==> config.mk <==
export PLATFORM = sky130hd
export DESIGN_NAME = ysyx_22040931_lsu
export DESIGN_NICKNAME = d
export VERILOG_FILES = /design/src/rtl/ysyx_22040931_lsu.sv
export SDC_FILE = /design/constraint.sdc
export NUM_CORES = 1
export LEC_CHECK = 0
export CORE_AREA = 2 2 241 243
export CTS_CLUSTER_DIAMETER = 60
export DETAILED_ROUTE_END_ITERATION = 10
export DIE_AREA = 0 0 243 245
export GPL_TIMING_DRIVEN = 0
export MAX_ROUTING_LAYER = met4
export PLACE_DENSITY = 0.61
export SYNTH_ARGS = -nofsm -noshare
export SYNTH_HDL_FRONTEND = slang
export SYNTH_SLANG_ARGS = --single-unit
==> constraint.sdc <==
create_clock -name clk -period 11.77 [get_ports clk]
set_input_delay 1.177 -clock clk [delete_from_list [all_inputs] [get_ports clk]]
set_output_delay 1.177 -clock clk [all_outputs]
set_load 0.02 [all_outputs]
==> src/rtl/ysyx_22040931_lsu.sv <==
// ysyx_22040931_lsu -- load/store unit between execute and writeback.
//
// Accepts one execute bundle at a time (in_valid/in_ready handshake). Non-memory
// bundles pass straight to writeback one cycle later. Memory bundles issue one
// doubleword-aligned bus access (byte lanes selected by bus_wstrb for stores)
// and wait for bus_ack. For loads, the result is shifted, sign- or zero-extended
// and written back. Every bundle produces a single-cycle out_valid pulse.
//
// Ports:
//   clk, rst                      clock, asynchronous active-high reset
//   in_valid / in_ready           execute-side handshake
//   mem_ena_i, mem_wr_i           access enable, 1 = store / 0 = load
//   memwop_i, memrop_i            store / load size opcode
//   mem_addr_i, mem_data_i        byte address, store data
//   w_ena_i, w_addr_i, w_data_i   register writeback from execute
//   pc_i, instr_i                 pipeline tags
//   bus_req, bus_we, bus_addr,
//   bus_wdata, bus_wstrb          bus request, held stable until ack
//   bus_ack, bus_rdata            bus completion and read doubleword
//   out_valid, w_ena, w_addr,
//   w_data, pc_o, instr_o         writeback bundle
//   misalign_o                    misaligned-access pulse
//
// Optional feature: define YSYX_22040931_MISALIGN_TRAP_EN to trap misaligned
// accesses (no bus request, misalign_o pulse, writeback suppressed). Without it,
// misaligned accesses are issued and lanes past byte 7 are dropped.

module ysyx_22040931_lsu #(
    parameter int ADDR_W = 32
) (
    input  logic              clk,
    input  logic              rst,

    input  logic              in_valid,
    output logic              in_ready,
    input  logic              mem_ena_i,
    input  logic              mem_wr_i,
    input  logic [2:0]        memwop_i,
    input  logic [2:0]        memrop_i,
    input  logic [ADDR_W-1:0] mem_addr_i,
    input  logic [63:0]       mem_data_i,
    input  logic              w_ena_i,
    input  logic [4:0]        w_addr_i,
    input  logic [63:0]       w_data_i,
    input  logic [63:0]       pc_i,
    input  logic [31:0]       instr_i,

    output logic              bus_req,
    output logic              bus_we,
    output logic [ADDR_W-1:0] bus_addr,
    output logic [63:0]       bus_wdata,
    output logic [7:0]        bus_wstrb,
    input  logic              bus_ack,
    input  logic [63:0]       bus_rdata,

    output logic              out_valid,
    output logic              w_ena,
    output logic [4:0]        w_addr,
    output logic [63:0]       w_data,
    output logic [63:0]       pc_o,
    output logic [31:0]       instr_o,
    output logic              misalign_o
);

    typedef enum logic [1:0] {
        IDLE = 2'd0,
        WAIT = 2'd1,
        RESP = 2'd2
    } state_t;

    state_t state, state_nxt;

    logic              accept;
    logic              mis_in;
    logic              mis_q;

    logic              is_store_q;
    logic              is_load_q;
    logic [2:0]        memwop_q;
    logic [2:0]        memrop_q;
    logic [ADDR_W-1:0] addr_q;
    logic [63:0]       sdata_q;
    logic              w_ena_q;
    logic [4:0]        w_addr_q;
    logic [63:0]       w_data_q;
    logic [63:0]       pc_q;
    logic [31:0]       instr_q;

    // Align the selected bytes of the returned doubleword to bit 0 and extend.
    // rop 0 (no load) leaves the writeback value untouched.
    function automatic logic [63:0] load_ext(input logic [2:0]  rop,
                                             input logic [2:0]  off,
                                             input logic [63:0] rdata,
                                             input logic [63:0] dflt);
        logic [63:0] sh;
        sh = rdata >> {off, 3'b000};
        case (rop)
            3'd1:    load_ext = {{56{sh[7]}},  sh[7:0]};
            3'd2:    load_ext = {{48{sh[15]}}, sh[15:0]};
            3'd3:    load_ext = {{32{sh[31]}}, sh[31:0]};
            3'd4:    load_ext = sh;
            3'd5:    load_ext = {56'd0, sh[7:0]};
            3'd6:    load_ext = {48'd0, sh[15:0]};
            3'd7:    load_ext = {32'd0, sh[31:0]};
            default: load_ext = dflt;
        endcase
    endfunction

    assign accept = in_valid & in_ready;

`ifdef YSYX_22040931_MISALIGN_TRAP_EN
    logic misalign_q;

    // Natural alignment check on the incoming bundle, sized by whichever opcode
    // applies to the access direction.
    function automatic logic is_misaligned(input logic       wr,
                                           input logic [2:0] wop,
                                           input logic [2:0] rop,
                                           input logic [2:0] off);
        logic half, word, dword;
        half  = wr ? (wop == 3'd2) : (rop == 3'd2 || rop == 3'd6);
        word  = wr ? (wop == 3'd3) : (rop == 3'd3 || rop == 3'd7);
        dword = wr ? (wop == 3'd4) : (rop == 3'd4);
        is_misaligned = (half  && off[0]   != 1'b0)  ||
                        (word  && off[1:0] != 2'b00) ||
                        (dword && off      != 3'b000);
    endfunction

    assign mis_in = mem_ena_i & is_misaligned(mem_wr_i, memwop_i, memrop_i, mem_addr_i[2:0]);

    always_ff @(posedge clk or posedge rst) begin
        if (rst)
            misalign_q <= 1'b0;
        else if (accept)
            misalign_q <= mis_in;
    end

    assign mis_q      = misalign_q;
    assign misalign_o = misalign_q & (state == RESP);
`else
    assign mis_in     = 1'b0;
    assign mis_q      = 1'b0;
    assign misalign_o = 1'b0;
`endif

    // ---------------- FSM ----------------
    always_ff @(posedge clk or posedge rst) begin
        if (rst)
            state <= IDLE;
        else
            state <= state_nxt;
    end

    always_comb begin
        state_nxt = state;
        case (state)
            IDLE: if (accept) state_nxt = (mem_ena_i && !mis_in) ? WAIT : RESP;
            WAIT: if (bus_ack) state_nxt = RESP;
            RESP: state_nxt = IDLE;
            default: state_nxt = IDLE;
        endcase
    end

    // ---------------- bundle registers ----------------
    always_ff @(posedge clk or posedge rst) begin
        if (rst) begin
            is_store_q <= 1'b0;
            is_load_q  <= 1'b0;
            memwop_q   <= 3'd0;
            memrop_q   <= 3'd0;
            addr_q     <= '0;
            sdata_q    <= 64'd0;
            w_ena_q    <= 1'b0;
            w_addr_q   <= 5'd0;
            w_data_q   <= 64'd0;
            pc_q       <= 64'd0;
            instr_q    <= 32'd0;
        end else if (accept) begin
            is_store_q <= mem_ena_i & mem_wr_i;
            is_load_q  <= mem_ena_i & ~mem_wr_i;
            memwop_q   <= memwop_i;
            memrop_q   <= memrop_i;
            addr_q     <= mem_addr_i;
            sdata_q    <= mem_data_i;
            w_ena_q    <= w_ena_i;
            w_addr_q   <= w_addr_i;
            w_data_q   <= w_data_i;
            pc_q       <= pc_i;
            instr_q    <= instr_i;
        end else if (state == WAIT && bus_ack && is_load_q) begin
            // Read data is only valid with ack; capture it here and hold.
            w_data_q   <= load_ext(memrop_q, addr_q[2:0], bus_rdata, w_data_q);
        end
    end

    // ---------------- outputs ----------------
    assign in_ready  = (state == IDLE);
    assign out_valid = (state == RESP);

    assign bus_req   = (state == WAIT);
    assign bus_we    = (state == WAIT) & is_store_q;
    assign bus_addr  = {addr_q[ADDR_W-1:3], 3'b000};
    // Shifting in a fixed 64/8-bit width drops lanes beyond byte 7.
    assign bus_wdata = sdata_q << {addr_q[2:0], 3'b000};

    always_comb begin
        bus_wstrb = 8'h00;
        if (is_store_q) begin
            case (memwop_q)
                3'd1:    bus_wstrb = 8'h01 << addr_q[2:0];
                3'd2:    bus_wstrb = 8'h03 << addr_q[2:0];
                3'd3:    bus_wstrb = 8'h0F << addr_q[2:0];
                3'd4:    bus_wstrb = 8'hFF << addr_q[2:0];
                default: bus_wstrb = 8'h00;
            endcase
        end
    end

    // Stores and trapped accesses never write a register.
    assign w_ena   = w_ena_q & ~is_store_q & ~mis_q;
    assign w_addr  = w_addr_q;
    assign w_data  = w_data_q;
    assign pc_o    = pc_q;
    assign instr_o = instr_q;

endmodule
Word-level counts from Yosys, hierarchy flattened
Index checks and enable logic that the tools add are counted.
{"block": "op_classes", "n_reduce_logical": 7, "eq_ne": 15, "n_mux": 9, "bitwise": 7, "shifts": 6}
{"operator": "64-bit case mux with 7 select lines", "count": 1}
{"operator": "64-bit two-way mux", "count": 2}
{"operator": "64-bit by 6-bit << shifter with 64-bit output", "count": 1}
{"operator": "64-bit by 6-bit right shift with 64-bit output", "count": 1}
{"operator": "8-bit case mux with 4 select lines", "count": 1}
{"operator": "3-bit == test (second input constant)", "count": 5}
{"operator": "3-bit by 2-bit == test with 1-bit output (second input constant)", "count": 4}
{"operator": "8-bit two-way mux", "count": 1}
{"operator": "8-bit nonzero test", "count": 1}
{"operator": "1-bit by 3-bit << shifter with 8-bit output (first input constant)", "count": 1}
{"operator": "2-bit by 3-bit << shifter with 8-bit output (first input constant)", "count": 1}
{"operator": "4-bit by 3-bit << shifter with 8-bit output (first input constant)", "count": 1}
{"operator": "8-bit by 3-bit << shifter with 8-bit output (first input constant)", "count": 1}
{"operator": "3-bit by 1-bit == test with 1-bit output (second input constant)", "count": 2}
{"operator": "2-bit two-way mux", "count": 3}
{"operator": "1-bit bitwise AND", "count": 5}
{"operator": "2-bit by 1-bit inequality test with 1-bit output (second input constant)", "count": 2}
{"operator": "2-bit case mux with 2 select lines", "count": 1}
{"operator": "2-bit AND reduction", "count": 2}
{"operator": "2-bit by 1-bit == test with 1-bit output (second input constant)", "count": 1}
{"operator": "2-bit == test (second input constant)", "count": 1}
{"operator": "1-bit logical AND", "count": 2}
{"operator": "2-bit logical NOT", "count": 1}
{"operator": "1-bit inverter", "count": 2}
{"operator": "2-bit nonzero test", "count": 1}
{"block": "word_totals", "word_cells": 56, "out_inout_bits": 275, "input_bits": 338, "reg_bits": 272}

Depth between registers and ports, before layout
{"block": "logic_depth", "ltp_word": 5, "depth_mapped": 8, "depth_no_buf": 5}

Worst setup path before layout
No wires, ideal clock.
{"block": "synth_timing", "path_kind": "flip-flop to output port", "start": "register addr_q[0]", "end": "output bus_wdata[32]", "t_required_ns": 10.593, "arrival_ns": 2.084, "n_path_buf": 4, "setup_slack_ns": 8.509, "stages_incl_launch_ff": 7, "cell_sequence": "dfrtp_1 > buf_2 > buf_1 > clkbuf_1 > clkbuf_1 > a21oi_1 > o21ai_0"}
{"block": "synth_via", "elab_chain_len": 1}
{"element": "start: declaration", "line": "81", "source": "logic [ADDR_W-1:0] addr_q;"}
{"element": "start signal: assignment", "line": "183", "source": "addr_q <= mem_addr_i;"}
{"element": "64-bit by 6-bit << shifter with 64-bit output", "line": "204", "source": "assign bus_wdata = sdata_q << {addr_q[2:0], 3'b000};"}
{"element": "end: declaration", "line": "51", "source": "output logic [63:0] bus_wdata,"}
Every way passes these cells.

Final worst setup path
{"block": "layout_timing", "start": "register addr_q[0]", "end": "output bus_wdata[39]"}
The elaborated chain is that of the path after synthesis.

==> results summary <==
The flow ran to the end, and the final reports show no timing, DRC or antenna violations. The number of filler instances in the final layout came out at 5,882. For hold timing, the worst endpoint is pc_o[31].

The class of the tightest hold or removal check is flip-flop to flip-flop. The number of buffers inserted by port buffering came out at 608. Buffers inserted during clock tree synthesis total 38.

The final route contains 15,948 vias. The worst register-to-register path begins at state[0]. The worst-case headroom to the max-slew limit came out at 0.244. The post-route antenna net violation count came out at 0.

The most critical setup path has its startpoint at addr_q[0]. Summed over all layers, the global routing overflow is 0. The die boundary width came out at 243 um. The cell depth of the worst hold path is 2. The worst slack on hold paths came out at 0.472 ns. The max-slew violation total from the final report was 0. The tree built by TritonCTS fans out to 272 sinks. The average via count per standard cell came out at 4.95. The flop and latch count out of synthesis is 272.

For this design the ratio of total power to cell area is 224 nW/um^2. The async set or reset register ratio after synthesis came out at 1.00. The core outline area came out at 57,000 sq um.

The full die area came out at 59,500 sq um. The routed length per placed instance came out at 23.7 um. The total of cells resized after clock tree synthesis is 0.

The sequential cells in the finished layout cover a total of 6810 sq um. The worst-case vdd ir drop is 103 uV. The iteration-0 DRC count of the detailed router is 1,273. The sum of negative setup slack came out at 0 ns. The count of max-cap constraint violations is 0. Yosys printed 0 warnings. The classification of the worst setup path is flip-flop to output port.

The shortest period the worst path allows came out at 5.31 ns. The critical hold path startpoint is pc_o[31]. STA classifies the critical path startpoint as a flip-flop. The global-route total usage across every layer came out at 0.256. The least setup slack across all paths after layout is 6.46 ns. The CTS root buffer is clkbuf_16. The first-pass GRT wire length came out at 110 mm. The number of synthesized flops with an enable pin came out at 0. After routing the design area is 22,900 sq um. The number of antenna violations at the first check in global routing is 6. The deepest level of the CTS H-tree came out at 2. The count of different cell masters after synthesis is 50.

The arrival time at the worst endpoint is 4.13 ns. For the worst-skew pair, the clock arrives at the later sink with an insertion delay of 0.57 ns. The number of buffers inserted for hold repair after clock tree synthesis came out at 0. Measured on the finished design, the core utilization comes to 0.402.

The TritonCTS clock tree is done. The first-pass iteration count of the detailed router is 5. Summing all placed instances gives a cell area of 21,700 sq um. The maximum clock skew at final layout came out at 0.0159 ns. Counting along the longest clock path gives a buffer depth of 3. The clock-pin slew reported for the worst setup and hold paths after clock tree synthesis came out at 0.06 ns.

Of the cells placed in the final design, the portion with a size suffix greater than 1 is 0.0666. The fraction of the yosys area taken by sequential cells came out at 0.467. The setup fix buffers added after clock tree synthesis is 0. STA classifies the critical path endpoint as an output port. After legalization and detailed placement, the total HPWL measured 59.8 mm. Based on the critical path, the design can be clocked at up to 188 MHz. For this run, design rule violations remaining after detail routing come to 0.

The most common library cell in the layout ignoring fill and taps is nand2_1. The post-detailed-routing wire length is 76.3 mm. The worst setup slack before clock tree synthesis is 6.91 ns. The pin count of the biggest net entering global routing is 121. The cell area that synthesis handed to floorplanning was 14,600 sq um. The cell count after synthesis came out at 1,770.

The worst register-to-register path ends at w_addr[0]. The required time of the worst setup path came out at 10.59 ns. The number of global-route vias before repair came out at 16,455. In this run the static leakage power is 10.2 nW.

The slew at the pin with the worst max-slew slack is 1.13 ns. The cell row count came out at 88. The maximum fanout count along the critical path is 10. The number of top-level design ports is 613. Setup repair after global routing left no endpoint under its margin. Setup violations remaining at the end of the flow were counted as 0. The fraction of the cycle the final worst path needs came out at 0.451. The register-to-register setup slack is 8.10 ns. The die boundary height is 245 um. The final layout contains 2,761 nets. The initial core utilization came out at 0.255. The area growth from synthesis to layout is 57.4%. The area taken by multi-input logic gates is 6990 sq um. The logic depth of the worst register-to-register path is 8.

The count of endpoints failing hold in the final timing report is 0. Leaving out fill and tap cells, the most frequent cells in the layout are nand2_1 (706), clkdlybuf4s50_1 (608), dfrtp_1 (272), clkbuf_1 (106), a21oi_1 (101). The commonest register cell after synthesis is dfrtp_1. The average footprint of a synthesized cell came out at 8.23 sq um.

The global placer's final weighted congestion came out at 0.953.
==> worst max-delay path by stage <==
stage | end | cells past startpoint
finish | bus_wdata[39] | 7
global route | bus_wdata[38] | 7
CTS | bus_wdata[38] | 7
detailed placement | w_addr[0] | 8
global placement | w_data[55] | 2
floorplan | addr_q[0] | 1
==> through the flow <==
step           total power [mW]  instances
6_report                   5.13       3219
3_3_place_gp               3.95       3146
3_5_place_dp               3.97       3148
2_1_floorplan              2.70       1773
5_1_grt                    5.39       3219
4_1_cts                    5.15       3213
==> critical path, stage by stage, from the launching register on <==
cell             delay, ns
dfrtp_1               0.44
buf_2                 0.26
buf_1                 0.42
clkbuf_1              0.65
clkbuf_1              0.54
a21oi_1               0.14
o21ai_0               0.42
clkdlybuf4s50_1       0.69
==> cells in the mapped netlist (15+ instances only) <==
library cell	instances	area [sq um]
a21oi_1	101	505
a22oi_1	34	255
a32oi_1	32	280
and3_1	15	93.8
buf_2	21	105
buf_4	34	255
clkbuf_1	99	372
dfrtp_1	272	6810
mux2_2	36	405
mux2i_1	90	901
nand2_1	706	2650
nor2_1	85	319
nor2b_1	15	93.8
o21ai_0	59	295
o22ai_1	23	144
==> flip-flops by register name, summed over array words and instances, names as in the netlist, 3 cells and up <==
| register | flops |
|---|---|
| addr_q | 32 |
| memwop_q | 3 |
| sdata_q | 64 |
| memrop_q | 3 |
| pc_o | 64 |
| instr_o | 32 |
| w_addr | 5 |
| w_data | 64 |
==> per-layer routing <==
layer  part of all wire  wire length (um)  vias to the layer above  global-route usage
li1                   -                 -                     7248                   -
met1               0.41             31400                     7740               0.314
met2               0.47             36000                      806               0.414
met3              0.080              6130                      154              0.0605
met4              0.035              2680                        0              0.0909
met5                  0                 0                        -                   -
==> area by class of cell <==
type,count,area share
diodes,6,0.000654
clock buffers,54,0.0485
clock inverters,11,0.00551
flip-flops and latches,272,0.297
plain buffers,164,0.0335
repair buffers,610,0.268
well taps,765,0.0417
multi-input cells,1332,0.305
inverters,5,0.00115
==> kinds of logic (layout without fill, tap and decap cells) <==
kind of cell | after synthesis | in the layout | share of synthesized area
other cells | 1 | 10 | 0.000257
compound gates | 312 | 312 | 0.139
flops | 272 | 272 | 0.467
mux | 129 | 129 | 0.0943
simple gates | 887 | 887 | 0.245
buf+inv | 169 | 844 | 0.0541
==> power by group <==
group	internal [mW]	switching, mW
combinational	1.06	1.50
clock	0.684	0.465
sequential	1.20	0.218
No activity file was read; power rests on OpenSTA's default activity.
